[src/rtl/alu_serial_rx.sv]
// -----------------------------------------------------------------------------
// alu_serial_rx
//   Serial command deserializer in front of the ALU core. Each 11-bit word is
//   start(0), type, 8 payload bits MSB first, stop(1). Data words (type 0) are
//   shifted MSB-first into a 64-bit {B,A} shadow. A control word (type 1,
//   payload {0, op[2:0], crc[3:0]}) closes the frame. The frame is then checked
//   for framing, CRC4 and opcode, and handed to the core over valid/ready.
//
// Optional feature:
//   ALU_RX_TIMEOUT_EN - when defined, a partially received frame that stays
//   idle for more than TIMEOUT_CYCLES cycles is aborted. It is reported with
//   out_err = 100.
//
// Ports:
//   clk        single clock, rising edge
//   rst_n      asynchronous active-low reset
//   sin        serial input, idle high, one bit per clock
//   out_ready  core accepts the presented command
//   out_valid  command/flags valid, held until accepted
//   out_b      operand B (first four data bytes)
//   out_a      operand A (next four data bytes)
//   out_op     opcode
//   out_err    {ERR_DATA, ERR_CRC, ERR_OP}, at most one bit set
//   overrun    one-cycle pulse when a completed frame is dropped
// -----------------------------------------------------------------------------
module alu_serial_rx #(
  parameter int TIMEOUT_CYCLES = 64
) (
  input  logic        clk,
  input  logic        rst_n,
  input  logic        sin,
  input  logic        out_ready,
  output logic        out_valid,
  output logic [31:0] out_b,
  output logic [31:0] out_a,
  output logic [2:0]  out_op,
  output logic [2:0]  out_err,
  output logic        overrun
);

  typedef enum logic [2:0] {S_IDLE, S_TYPE, S_DATA, S_STOP, S_CHECK} state_t;

  state_t      state_q, state_d;
  logic [2:0]  bit_cnt_q, bit_cnt_d;
  logic [7:0]  byte_q, byte_d;
  logic        type_q, type_d;
  logic [63:0] shadow_q, shadow_d;
  logic [3:0]  word_cnt_q, word_cnt_d;
  logic        stop_err_q, stop_err_d;
  logic [2:0]  op_q, op_d;
  logic [3:0]  crc_q, crc_d;
  logic        out_valid_q, out_valid_d;
  logic [31:0] out_b_q, out_b_d;
  logic [31:0] out_a_q, out_a_d;
  logic [2:0]  out_op_q, out_op_d;
  logic [2:0]  out_err_q, out_err_d;
  logic        overrun_q, overrun_d;

  logic        timeout;   // abort request raised while idling inside a frame
  logic        abort_q;   // current frame was ended by the idle timeout

`ifdef ALU_RX_TIMEOUT_EN
  localparam int IDLE_W = $clog2(TIMEOUT_CYCLES + 1);
  localparam logic [IDLE_W-1:0] IDLE_MAX = IDLE_W'(TIMEOUT_CYCLES);

  logic [IDLE_W-1:0] idle_cnt_q, idle_cnt_d;
  logic              abort_d;

  // The counter only advances while idling after at least one data word.
  // Any non-idle cycle (start bit included) returns it to zero.
  always_comb begin
    idle_cnt_d = '0;
    abort_d    = abort_q;
    timeout    = 1'b0;
    if (state_q == S_IDLE && word_cnt_q != 4'd0 && sin) begin
      if (idle_cnt_q == IDLE_MAX) begin
        timeout = 1'b1;
        abort_d = 1'b1;
      end else begin
        idle_cnt_d = idle_cnt_q + 1'b1;
      end
    end
    if (state_q == S_CHECK) abort_d = 1'b0;
  end

  always_ff @(posedge clk or negedge rst_n) begin
    if (!rst_n) begin
      idle_cnt_q <= '0;
      abort_q    <= 1'b0;
    end else begin
      idle_cnt_q <= idle_cnt_d;
      abort_q    <= abort_d;
    end
  end
`else
  logic unused_timeout;
  assign unused_timeout = (TIMEOUT_CYCLES != 0);
  assign timeout        = 1'b0;
  assign abort_q        = 1'b0;
`endif

  // CRC4 (x^4 + x + 1, init 0) over {B, A, 1'b1, op}, MSB first, unrolled
  // as a chain of single-bit LFSR steps.
  logic [67:0] crc_msg;
  logic [3:0]  crc_chain [0:68];

  assign crc_msg      = {shadow_q, 1'b1, op_q};
  assign crc_chain[0] = 4'b0000;

  for (genvar gi = 0; gi < 68; gi++) begin : g_crc
    logic fb;
    assign fb             = crc_chain[gi][3] ^ crc_msg[67-gi];
    assign crc_chain[gi+1] = {crc_chain[gi][2:0], 1'b0} ^ {2'b00, fb, fb};
  end

  logic       err_data, err_crc, err_op, accept;
  logic [2:0] frame_err;

  assign err_data = (word_cnt_q != 4'd8) || stop_err_q || abort_q;
  assign err_crc  = (crc_chain[68] != crc_q);
  assign err_op   = !((op_q == 3'b000) || (op_q == 3'b001) ||
                      (op_q == 3'b100) || (op_q == 3'b101));
  assign accept   = out_valid_q && out_ready;

  always_comb begin
    frame_err = 3'b000;
    if (err_data)     frame_err = 3'b100;
    else if (err_crc) frame_err = 3'b010;
    else if (err_op)  frame_err = 3'b001;
  end

  // State register
  always_ff @(posedge clk or negedge rst_n) begin
    if (!rst_n) state_q <= S_IDLE;
    else        state_q <= state_d;
  end

  // Next-state logic. CHECK also samples sin so a start bit right after a
  // control word's stop bit is not lost.
  always_comb begin
    state_d = state_q;
    case (state_q)
      S_IDLE:  if (!sin) state_d = S_TYPE;
               else if (timeout) state_d = S_CHECK;
      S_TYPE:  state_d = S_DATA;
      S_DATA:  if (bit_cnt_q == 3'd7) state_d = S_STOP;
      S_STOP:  state_d = type_q ? S_CHECK : S_IDLE;
      S_CHECK: state_d = sin ? S_IDLE : S_TYPE;
      default: state_d = S_IDLE;
    endcase
  end

  // Datapath / output logic
  always_comb begin
    bit_cnt_d   = bit_cnt_q;
    byte_d      = byte_q;
    type_d      = type_q;
    shadow_d    = shadow_q;
    word_cnt_d  = word_cnt_q;
    stop_err_d  = stop_err_q;
    op_d        = op_q;
    crc_d       = crc_q;
    out_valid_d = out_valid_q;
    out_b_d     = out_b_q;
    out_a_d     = out_a_q;
    out_op_d    = out_op_q;
    out_err_d   = out_err_q;
    overrun_d   = 1'b0;

    if (accept) out_valid_d = 1'b0;

    case (state_q)
      S_TYPE: begin
        type_d    = sin;
        bit_cnt_d = 3'd0;
      end
      S_DATA: begin
        byte_d    = {byte_q[6:0], sin};
        bit_cnt_d = bit_cnt_q + 3'd1;
      end
      S_STOP: begin
        if (!sin) stop_err_d = 1'b1;
        if (type_q) begin
          op_d  = byte_q[6:4];
          crc_d = byte_q[3:0];
        end else begin
          shadow_d = {shadow_q[55:0], byte_q};
          if (word_cnt_q != 4'd9) word_cnt_d = word_cnt_q + 4'd1;
        end
      end
      S_CHECK: begin
        // A held, unaccepted command wins; the new frame is dropped.
        if (!out_valid_q || out_ready) begin
          out_valid_d = 1'b1;
          out_b_d     = shadow_q[63:32];
          out_a_d     = shadow_q[31:0];
          out_op_d    = op_q;
          out_err_d   = frame_err;
        end else begin
          overrun_d = 1'b1;
        end
        shadow_d   = '0;
        word_cnt_d = 4'd0;
        stop_err_d = 1'b0;
        op_d       = 3'b000;
        crc_d      = 4'b0000;
      end
      default: ;
    endcase
  end

  always_ff @(posedge clk or negedge rst_n) begin
    if (!rst_n) begin
      bit_cnt_q   <= 3'd0;
      byte_q      <= 8'h00;
      type_q      <= 1'b0;
      shadow_q    <= '0;
      word_cnt_q  <= 4'd0;
      stop_err_q  <= 1'b0;
      op_q        <= 3'b000;
      crc_q       <= 4'b0000;
      out_valid_q <= 1'b0;
      out_b_q     <= '0;
      out_a_q     <= '0;
      out_op_q    <= 3'b000;
      out_err_q   <= 3'b000;
      overrun_q   <= 1'b0;
    end else begin
      bit_cnt_q   <= bit_cnt_d;
      byte_q      <= byte_d;
      type_q      <= type_d;
      shadow_q    <= shadow_d;
      word_cnt_q  <= word_cnt_d;
      stop_err_q  <= stop_err_d;
      op_q        <= op_d;
      crc_q       <= crc_d;
      out_valid_q <= out_valid_d;
      out_b_q     <= out_b_d;
      out_a_q     <= out_a_d;
      out_op_q    <= out_op_d;
      out_err_q   <= out_err_d;
      overrun_q   <= overrun_d;
    end
  end

  assign out_valid = out_valid_q;
  assign out_b     = out_b_q;
  assign out_a     = out_a_q;
  assign out_op    = out_op_q;
  assign out_err   = out_err_q;
  assign overrun   = overrun_q;

endmodule

[config.mk]
export PLATFORM = sky130hd
export DESIGN_NAME = alu_serial_rx
export DESIGN_NICKNAME = d
export VERILOG_FILES = /design/src/rtl/alu_serial_rx.sv
export SDC_FILE = /design/constraint.sdc
export NUM_CORES = 1
export LEC_CHECK = 0
export BUFFER_PORTS_ARGS = -buffer_cell sky130_fd_sc_hd__buf_2
export CAP_MARGIN = 40
export CORE_ASPECT_RATIO = 0.5
export CORE_MARGIN = 3
export CORE_UTILIZATION = 40
export DETAILED_ROUTE_END_ITERATION = 8
export SLEW_MARGIN = 10
export SYNTH_ARGS = -nofsm -noshare
export SYNTH_HDL_FRONTEND = slang
export SYNTH_SLANG_ARGS = --single-unit
[constraint.sdc]
create_clock -name clk -period 2.66 [get_ports clk]
set_clock_uncertainty 0.05 [all_clocks]
set_input_delay 0.532 -clock clk [delete_from_list [all_inputs] [get_ports clk]]
set_output_delay 0.532 -clock clk [all_outputs]
set_load 0.02 [all_outputs]
==> qor.txt, run 1 <==
status -> complete, but fails checks
failing checks -> negative hold slack, negative setup slack
top cells by area, synth -> dfrtp_1 55%, nand2_1 18%, xnor2_1 6.6%, nand3_1 3.9%, xnor3_1 3.0%
cell total after placement -> 1,128
RSZ-0062 raised after global routing -> true
DP HPWL -> 13,400 um
Slew Limit Fails -> 0
clk sink count -> 163
Pwr Total -> 12,100 uW
Die W -> 199 um
Psw -> 4390 uW
Worst slew margin -> 56.1%
Hold Fails Final Rpt -> 2
post-route ant nets -> 0
Post-Syn Nets -> 788
final setup fails -> 2
setup ws final -> -0.239 ns
Seq/Total Area, Yosys -> 55.0%
Mapped Cells -> 779
Net Sw Frac -> 36.4%
flops & latches, synth -> 163
DP Worst Slack -> -0.307 ns
Worst Reg2Reg Path Length in Cells -> 9
RR Endpoint -> out_err[0]
Max H-tree Level -> 4
CP startpoint kind -> flip-flop
fmax -> 0.345 GHz
Core Rows -> 34
data required time of the worst path -> 2.97 ns
fin crit period -> 2.90 ns
nets -> 924
Finished Core Util -> 52.2%
number of iterations in the first detailed-routing pass -> 4
async set or reset register ratio after synthesis -> 100%
die area -> 20,300 um^2
combinational power share -> 51.5%
Filler cells -> 1,631
top_reg_cell synth -> dfrtp_1
Lkg Pwr -> 0.00514 uW
grt ovf -> 0
EDFF count, synth -> 0
Internal -> 7660 uW
CTS tree -> yes
post-synth top area share -> 55.0%
Via Count -> 5,599
critical path class -> flip-flop to flip-flop
CTS buffer count -> 17
initial antenna violation count -> 0
DRC -> 0
largest area contributor in the netlist -> dfrtp_1
non-filler cells, final -> 1,162
crit path to -> out_err[0]
HP Class -> primary input to async pin
vias in the first global route -> 5,533
Clock power frac -> 19.8%
Initial Util -> 41.7%
global placer's final weighted congestion -> 0.817
Max Cap Violations -> 0
Worst setup startpoint -> shadow_q[46]
Synth top cells by count -> 351 x nand2_1, 163 x dfrtp_1, 58 x nand3_1
FF-to-FF setup slack -> -0.24 ns
critical path arrival -> 3.20 ns
diode count -> 0
IO Pins -> 76
DRT Wirelength -> 18,700 um
Synth warnings -> 0
Die Ht -> 102 um
maximum vdd drop -> 1.32 mV
layout cell share with drive strength beyond 1 -> 24.8%
Hold WS -> -0.00723 ns
clock transition at the registers of the reported paths -> 0.07 ns
core area -> 17,800 um^2
Synth Cell Area -> 7410 um^2
gr usage total -> 19.6%
Via-to-Cell Ratio -> 4.82
Sequential Power Share -> 28.7%
pwr dens -> 1300 nW/um^2
routed length per instance -> 16.1 um
Root Driver -> clkbuf_16
CP max FO -> 4
largest net degree at the start of global routing -> 49
maximum buffer depth of the clock tree -> 2
FF-to-FF Start -> shadow_q[46]
first-pass GRT wire length -> 30,900 um
worst-margin pin slew -> 0.656 ns
unique cell type count in the Yosys netlist -> 36
worst skew pair latency -> 0.42 ns
initial DRC count -> 405
crit end category -> flip-flop
period utilisation layout -> 109%
area grow syn2layout -> 25.2%
Mapped Avg Cell Area -> 9.52 um^2
port buffer count -> 75
count leader, synth -> nand2_1
==> critical path, stage by stage (launching register included) <==
cell,delay (ns)
dfrtp_1,0.41
xnor2_2,0.30
xnor3_1,0.47
xnor2_1,0.16
xnor3_1,0.27
xnor3_2,0.42
nand3b_1,0.17
a211o_1,0.27
a21oi_2,0.16
a32o_2,0.17
==> metrics by stage <==
step	instance area [um^2]	setup TNS, ns
5_1_grt	9290	-0.633
2_1_floorplan	7440	-0.0734
6_report	9290	-0.438
4_1_cts	9250	-0.430
3_5_place_dp	8650	-0.530
3_3_place_gp	8650	-0.341
==> logic make-up after synthesis <==
group | Yosys count | synth area share (%)
adders and majority gates | 5 | 0.844
muxes | 10 | 1.52
buffers and inverters | 50 | 2.53
DFF | 163 | 55.0
xor gates and xnor gates | 87 | 14.0
and+or+nand+nor | 431 | 23.4
AOI/OAI and AO/OA | 33 | 2.72
==> repair_timing <==
item	4_1_cts	5_1_grt
resized for setup	2	5
endpoints found under the hold margin	0	0
setup buffers	1	1
pin swaps	4	4
setup endpoints to repair	2	2
hold buffers	0	0
==> cell type report <==
type,instances,area (um^2),share of cell area [%]
sequential,163,4080,43.9
clock inverter,12,121,1.31
timing repair buffer,158,1070,11.5
tap,234,293,3.15
multi-input combinational,566,3230,34.8
clock buffer,20,457,4.92
inverter,9,33.8,0.364
==> layout by cell type (no fill, tap or decap), types with 7 or more instances in the layout <==
cell type / count
inv_1: 7
xnor2_1: 48
dfrtp_1: 162
xor2_1: 9
xnor3_2: 7
a21oi_1: 16
nand2_1: 350
buf_2: 74
clkbuf_16: 17
mux2_2: 10
xnor3_1: 9
buf_4: 78
nand3_1: 58
xnor2_2: 12
==> worst min-delay path by stage <==
stage / startpoint / endpoint / slack (ns) / depth (start not counted)
final: rst_n / out_b[2] / -0.007 / 1
after global routing: rst_n / out_b[2] / 0.02 / 1
after CTS: rst_n / out_b[3] / 0.01 / 1
after detailed placement: byte_q[7] / shadow_q[7] / 0.41 / 2
after global placement: out_b[23] / out_b[23] / 0.40 / 2
after floorplan: rst_n / bit_cnt_q[0] / 0.19 / 0
==> state kept, by name, indices dropped and copies added (netlist names) <==
register,count
out_b,32
byte_q,8
stop_err_q,1
state_q,3
overrun,1
op_q,3
out_valid,1
out_err,3
out_a,32
shadow_q,64
bit_cnt_q,3
out_op,3
type_q,1
crc_q,4
word_cnt_q,4
==> per-layer routing <==
metal / vias to the layer above / track usage, % / wire length [um]
met4: 0 / 4.37 / 105
li1: 2740 / - / -
met5: - / 0 / 0
met1: 2756 / 30.1 / 9560
met3: 7 / 3.33 / 763
met2: 96 / 29.1 / 8300
==> power by group through the flow <==
| stage | Sequential (uW) | Clock [uW] | Combinational (uW) |
|---|---|---|---|
| 2_1_floorplan | 3570 | 0 | 4120 |
| 3_3_place_gp | 3480 | 0 | 5790 |
| 3_5_place_dp | 3500 | 0 | 5900 |
| 4_1_cts | 3460 | 2440 | 6010 |
| 5_1_grt | 3540 | 2560 | 6710 |
| 6_report | 3460 | 2390 | 6210 |
Note: power is estimated with default switching activity, not from simulation.
==> run 2, diff against run 1 <==
--- a/config.mk
+++ b/config.mk
@@ -11,7 +11,8 @@
 export CORE_MARGIN = 3
 export CORE_UTILIZATION = 40
 export DETAILED_ROUTE_END_ITERATION = 8
-export SLEW_MARGIN = 10
+export RECOVER_POWER = 25
+export SLEW_MARGIN = 20
 export SYNTH_ARGS = -nofsm -noshare
 export SYNTH_HDL_FRONTEND = slang
 export SYNTH_SLANG_ARGS = --single-unit
==> run 2 against run 1 <==
Compared with the run above:
- the run ends with negative setup slack left
- cell count stayed put
- design area is 0.43% lower
- first-iteration DRC count is 1.2% lower
- sequential share of layout area is 0.19 points higher
- total power hardly changed
- routed wire length hardly changed
- clock power hardly changed
- flip-flop and latch count stayed put
- sequential power hardly changed
- via count is 0.39% lower
- setup slack worse by 0.0011 ns
- non-clock buffer count stayed put
==> qor.txt, run 2 (synthesized netlist as in run 1, its figures left out) <==
worst-margin pin slew -> 1.23 ns
max FFs per register -> 64
Worst setup startpoint -> shadow_q[46]
initial DRC count -> 400
data required time of the worst path -> 2.96 ns
HP Class -> primary input to async pin
vias in the first global route -> 5,533
setup ws final -> -0.240 ns
core area -> 17,800 um^2
area grow syn2layout -> 24.7%
Multi-input gate area -> 3230 um^2
Lkg Pwr -> 0.00513 uW
Initial Util -> 41.7%
RSZ-0062 raised after global routing -> true
Root Driver -> clkbuf_16
largest net degree at the start of global routing -> 49
most common cell after layout, fill and taps aside -> nand2_1
cells along the critical path -> xnor2_2 > xnor3_1 > xnor2_1 > xnor3_1 > xnor3_2 > nand3b_1 > a211o_1 > a21oi_2 > a32o_2
Via Count -> 5,577
fin crit period -> 2.90 ns
commonest non-fill, non-tap cells in the layout -> 350 x nand2_1, 162 x dfrtp_1, 77 x buf_4
critical path class -> flip-flop to flip-flop
initial antenna violation count -> 0
critical path arrival -> 3.20 ns
Hold Buf Count CTS -> 0
number of iterations in the first detailed-routing pass -> 5
global placer's final weighted congestion -> 0.817
CP startpoint kind -> flip-flop
CP max-delay cell -> xnor3_1
DRT Wirelength -> 18,700 um
fmax -> 0.345 GHz
Buf/Inv on CP -> 0
Max H-tree Level -> 4
FF-to-FF Start -> shadow_q[46]
Hold Fails Final Rpt -> 0
first-pass GRT wire length -> 30,900 um
routed length per instance -> 16.1 um
Reg area -> 4080 um^2
die area -> 20,300 um^2
nets -> 924
clock transition at the registers of the reported paths -> 0.07 ns
DP HPWL -> 13,400 um
Finished Core Util -> 52.0%
FF-to-FF setup slack -> -0.24 ns
clk sink count -> 163
CTS buffer count -> 17
post-route ant nets -> 0
status -> complete, but fails checks
port buffer count -> 75
Die Ht -> 102 um
DRC -> 0
Worst slew margin -> 18.1%
maximum vdd drop -> 1.32 mV
pwr dens -> 1300 nW/um^2
DP Worst Slack -> -0.307 ns
Max Cap Violations -> 0
gr usage total -> 19.6%
layout cell share with drive strength beyond 1 -> 24.7%
final setup fails -> 2
most used cell, CP -> xnor3_1
diode count -> 0
CP peak stage delay -> 0.47 ns
CTS tree -> yes
Slew Limit Fails -> 0
worst skew pair latency -> 0.42 ns
cell family contributing the most delay on the critical path -> XOR/XNOR gates
grt ovf -> 0
failing checks -> negative setup slack
period utilisation layout -> 109%
IO Pins -> 76
Die W -> 199 um
crit end category -> flip-flop
Filler cells -> 1,636
maximum buffer depth of the clock tree -> 2
CP max FO -> 4
Core Rows -> 34
Top reg by flops -> shadow_q
Via-to-Cell Ratio -> 4.80
run 2: stage by stage:
| stage | TNS, ns | cell area, um^2 | std cells | hold slack [ns] | power (uW) |
|---|---|---|---|---|---|
| floorplan | -0.0734 | 7440 | 779 | 0.186 | 7690 |
| global placement | -0.341 | 8650 | 1128 | 0.403 | 9260 |
| finish | -0.440 | 9250 | 1162 | 0.295 | 12100 |
| detailed placement | -0.530 | 8650 | 1128 | 0.407 | 9400 |
| CTS | -0.430 | 9250 | 1161 | 0.0145 | 11900 |
| global route | -0.633 | 9250 | 1162 | 0.348 | 12800 |
run 2: repair_timing:
item / 4_1_cts / 5_1_grt
resized for setup: 2 / 5
hold endpoints to repair: 0 / 0
pin swaps: 4 / 4
setup endpoints to repair: 2 / 2
setup buffers: 1 / 1
run 2: path summary, 6_finish.rpt:
check,endpoint,cells past startpoint
setup / recovery,out_err[0],9
hold / removal,out_b[2],1
setup reg to reg,out_err[0],9
hold reg to reg,out_b[17],2
max in group asynchronous,byte_q[6],2
min in group clk,byte_q[0],2
run 2: layout make-up:
type | count | area share (%)
timing repair buffer | 158 | 11.1
sequential | 163 | 44.1
clock inverter | 12 | 1.31
tap | 234 | 3.17
multi-input combinational | 566 | 35.0
clock buffer | 20 | 4.94
inverter | 9 | 0.365
run 2: worst reg2reg max path: cells and delay by family (launching register included):
kind | cells | cell delay (ns)
DFF | 1 | 0.41
AOI/OAI and AO/OA | 3 | 0.60
and+or+nand+nor | 1 | 0.17
xor gates and xnor gates | 5 | 1.62
run 2: routing by layer:
metal | global-route usage (%) | routed length (um)
met1 | 30.1 | 9540
met2 | 29.1 | 8310
met3 | 3.33 | 769
met4 | 4.37 | 113
met5 | 0 | 0
run 2: power by group:
| part | leakage [uW] | internal, uW | switching, uW |
|---|---|---|---|
| sequential | 0.00221 | 2990 | 473 |
| clock | 0.000270 | 1350 | 1040 |
| combinational | 0.00265 | 3320 | 2880 |
| total | 0.00513 | 7660 | 4390 |
==> run 3, diff against run 2 <==
--- a/config.mk
+++ b/config.mk
@@ -5,8 +5,8 @@
 export SDC_FILE = /design/constraint.sdc
 export NUM_CORES = 1
 export LEC_CHECK = 0
-export BUFFER_PORTS_ARGS = -buffer_cell sky130_fd_sc_hd__buf_2
-export CAP_MARGIN = 40
+export BUFFER_PORTS_ARGS = -buffer_cell sky130_fd_sc_hd__buf_4
+export CAP_MARGIN = 30
 export CORE_ASPECT_RATIO = 0.5
 export CORE_MARGIN = 3
 export CORE_UTILIZATION = 40
==> run 3 against run 2 <==
Compared with the run above:
- the flow finishes with violations (max-capacitance violations, max-slew violations, negative setup slack)
- highest routed layer unchanged
- first-iteration DRC count grew 5.5%
- critical endpoint unchanged
- hold slack gained 0.036 ns
- clock power grew 8%
==> qor.txt, run 3 (synthesized netlist as in run 1, its figures left out) <==
status -> complete, but fails checks
failing checks -> max-capacitance violations, max-slew violations, negative setup slack
DRT Wirelength -> 18,600 um
period utilisation layout -> 109%
grt ovf -> 0
setup ws final -> -0.242 ns
worst skew pair latency -> 0.42 ns
critical path arrival -> 3.21 ns
cells along the critical path -> xnor2_2 > xnor2_2 > xnor3_1 > xnor3_2 > xnor3_1 > nand3b_1 > a211o_1 > a21oi_2 > a32o_2
layout cell share with drive strength beyond 1 -> 24.7%
combinational power share -> 49.9%
CTS tree -> yes
Max Cap Violations -> 1
initial DRC count -> 422
Lkg Pwr -> 0.00515 uW
final setup fails -> 2
Sequential Power Share -> 28.6%
Initial Util -> 41.7%
Slew Limit Fails -> 66
port buffer count -> 75
critical path class -> flip-flop to flip-flop
Die W -> 199 um
CP Depth -> 9
Via Count -> 5,652
CP peak stage delay -> 0.44 ns
vias in the first global route -> 5,453
initial antenna violation count -> 0
Buf/Inv on CP -> 0
most common cell after layout, fill and taps aside -> nand2_1
DP HPWL -> 13,100 um
Top reg by flops -> shadow_q
max FFs per register -> 64
Core Rows -> 34
DP Worst Slack -> -0.232 ns
die area -> 20,300 um^2
maximum buffer depth of the clock tree -> 2
Max H-tree Level -> 4
crit end category -> flip-flop
fmax -> 0.345 GHz
HP Class -> primary input to flip-flop
TNS Setup -> -0.441 ns
first-pass GRT wire length -> 29,700 um
IO Pins -> 76
DRC -> 0
gr usage total -> 19.0%
CP max-delay cell -> dfrtp_2
Worst slew margin -> -9.30%
CP max FO -> 4
post-route ant nets -> 0
clock transition at the registers of the reported paths -> 0.07 ns
CTS buffer count -> 17
CP startpoint kind -> flip-flop
fin crit period -> 2.90 ns
Net Sw Frac -> 34.9%
commonest non-fill, non-tap cells in the layout -> 350 x nand2_1, 162 x dfrtp_1, 154 x buf_4
maximum vdd drop -> 1.27 mV
Worst Reg2Reg Path Length in Cells -> 9
routed length per instance -> 16.0 um
diode count -> 0
area grow syn2layout -> 27.9%
data required time of the worst path -> 2.97 ns
hold path cells -> 2
Hold Fails Final Rpt -> 0
nets -> 925
Internal -> 7880 uW
clk sink count -> 163
largest net degree at the start of global routing -> 66
pwr dens -> 1280 nW/um^2
Clock power frac -> 21.4%
RSZ-0062 raised after global routing -> true
Psw -> 4230 uW
Root Driver -> clkbuf_16
core area -> 17,800 um^2
cell family contributing the most delay on the critical path -> XOR/XNOR gates
worst-margin pin slew -> 1.64 ns
Via-to-Cell Ratio -> 4.86
number of iterations in the first detailed-routing pass -> 4
global placer's final weighted congestion -> 0.826
Die Ht -> 102 um
-- run 3: cell types whose count changed in the layout (fill, tap and decap cells not counted), sizes merged --
cell      before  now
buf          154  156
bufinv         1    4
clkbuf        24   23
clkinvlp       4    1
-- run 3: final cells by class --
cell class	instances	area [um^2]
multi-input combinational	566	3250
clock inverter	12	178
fill	1639	8300
timing repair buffer	159	1210
inverter	9	33.8
tap	234	293
clock buffer	20	437
sequential	163	4080
-- run 3: power by group through the flow --
stage               clock [uW]  combinational [uW]  sequential, uW
floorplan                    0                4120            3570
global placement             0                5810            3500
detailed placement           0                5920            3510
CTS                       2640                6000            3470
global route              2750                6470            3540
finish                    2590                6040            3470
-- run 3: worst paths after layout --
| check | start | to | slack (ns) |
|---|---|---|---|
| hold reg to reg | out_a[25] | out_a[25] | 0.42 |
| setup / recovery | shadow_q[45] | out_err[0] | -0.24 |
| setup reg to reg | shadow_q[45] | out_err[0] | -0.24 |
| min in group asynchronous | rst_n | out_b[10] | 0.48 |
| max in group asynchronous | rst_n | out_err[1] | 0.46 |
| hold / removal | sin | type_q | 0.33 |
-- run 3: timing repair --
item	in CTS	in global routing
buffers inserted	1	4
endpoints found under the hold margin	0	0
gates resized for setup	4	4
pin swaps	4	8
hold buffers	0	0
endpoints found under the setup margin	2	2
-- run 3: routing by layer --
layer,routed length [um],GRT usage [%]
met5,0,0
met4,126,4.21
met3,947,4.05
met2,7980,27.4
met1,9520,29.4
-- run 3: worst reg2reg max path, delay by kind of cell (launching register included) --
| kind | cells | cell delay, ns |
|---|---|---|
| and+or+nand+nor | 1 | 0.18 |
| DFF | 1 | 0.44 |
| AOI/OAI and AO/OA | 3 | 0.59 |
| xor gates and xnor gates | 5 | 1.58 |
-- run 3: per-stage QoR --
stage / instances / hold WS, ns / cell area [um^2] / total power, uW / utilization (%)
after global routing: 1163 / 0.318 / 9490 / 12800 / 53.3
after detailed placement: 1126 / 0.414 / 8810 / 9430 / 49.5
final: 1163 / 0.330 / 9490 / 12100 / 53.3
after global placement: 1126 / 0.408 / 8810 / 9310 / 49.5
after CTS: 1159 / 0.0846 / 9460 / 12100 / 53.2
after floorplan: 779 / 0.186 / 7440 / 7690 / -
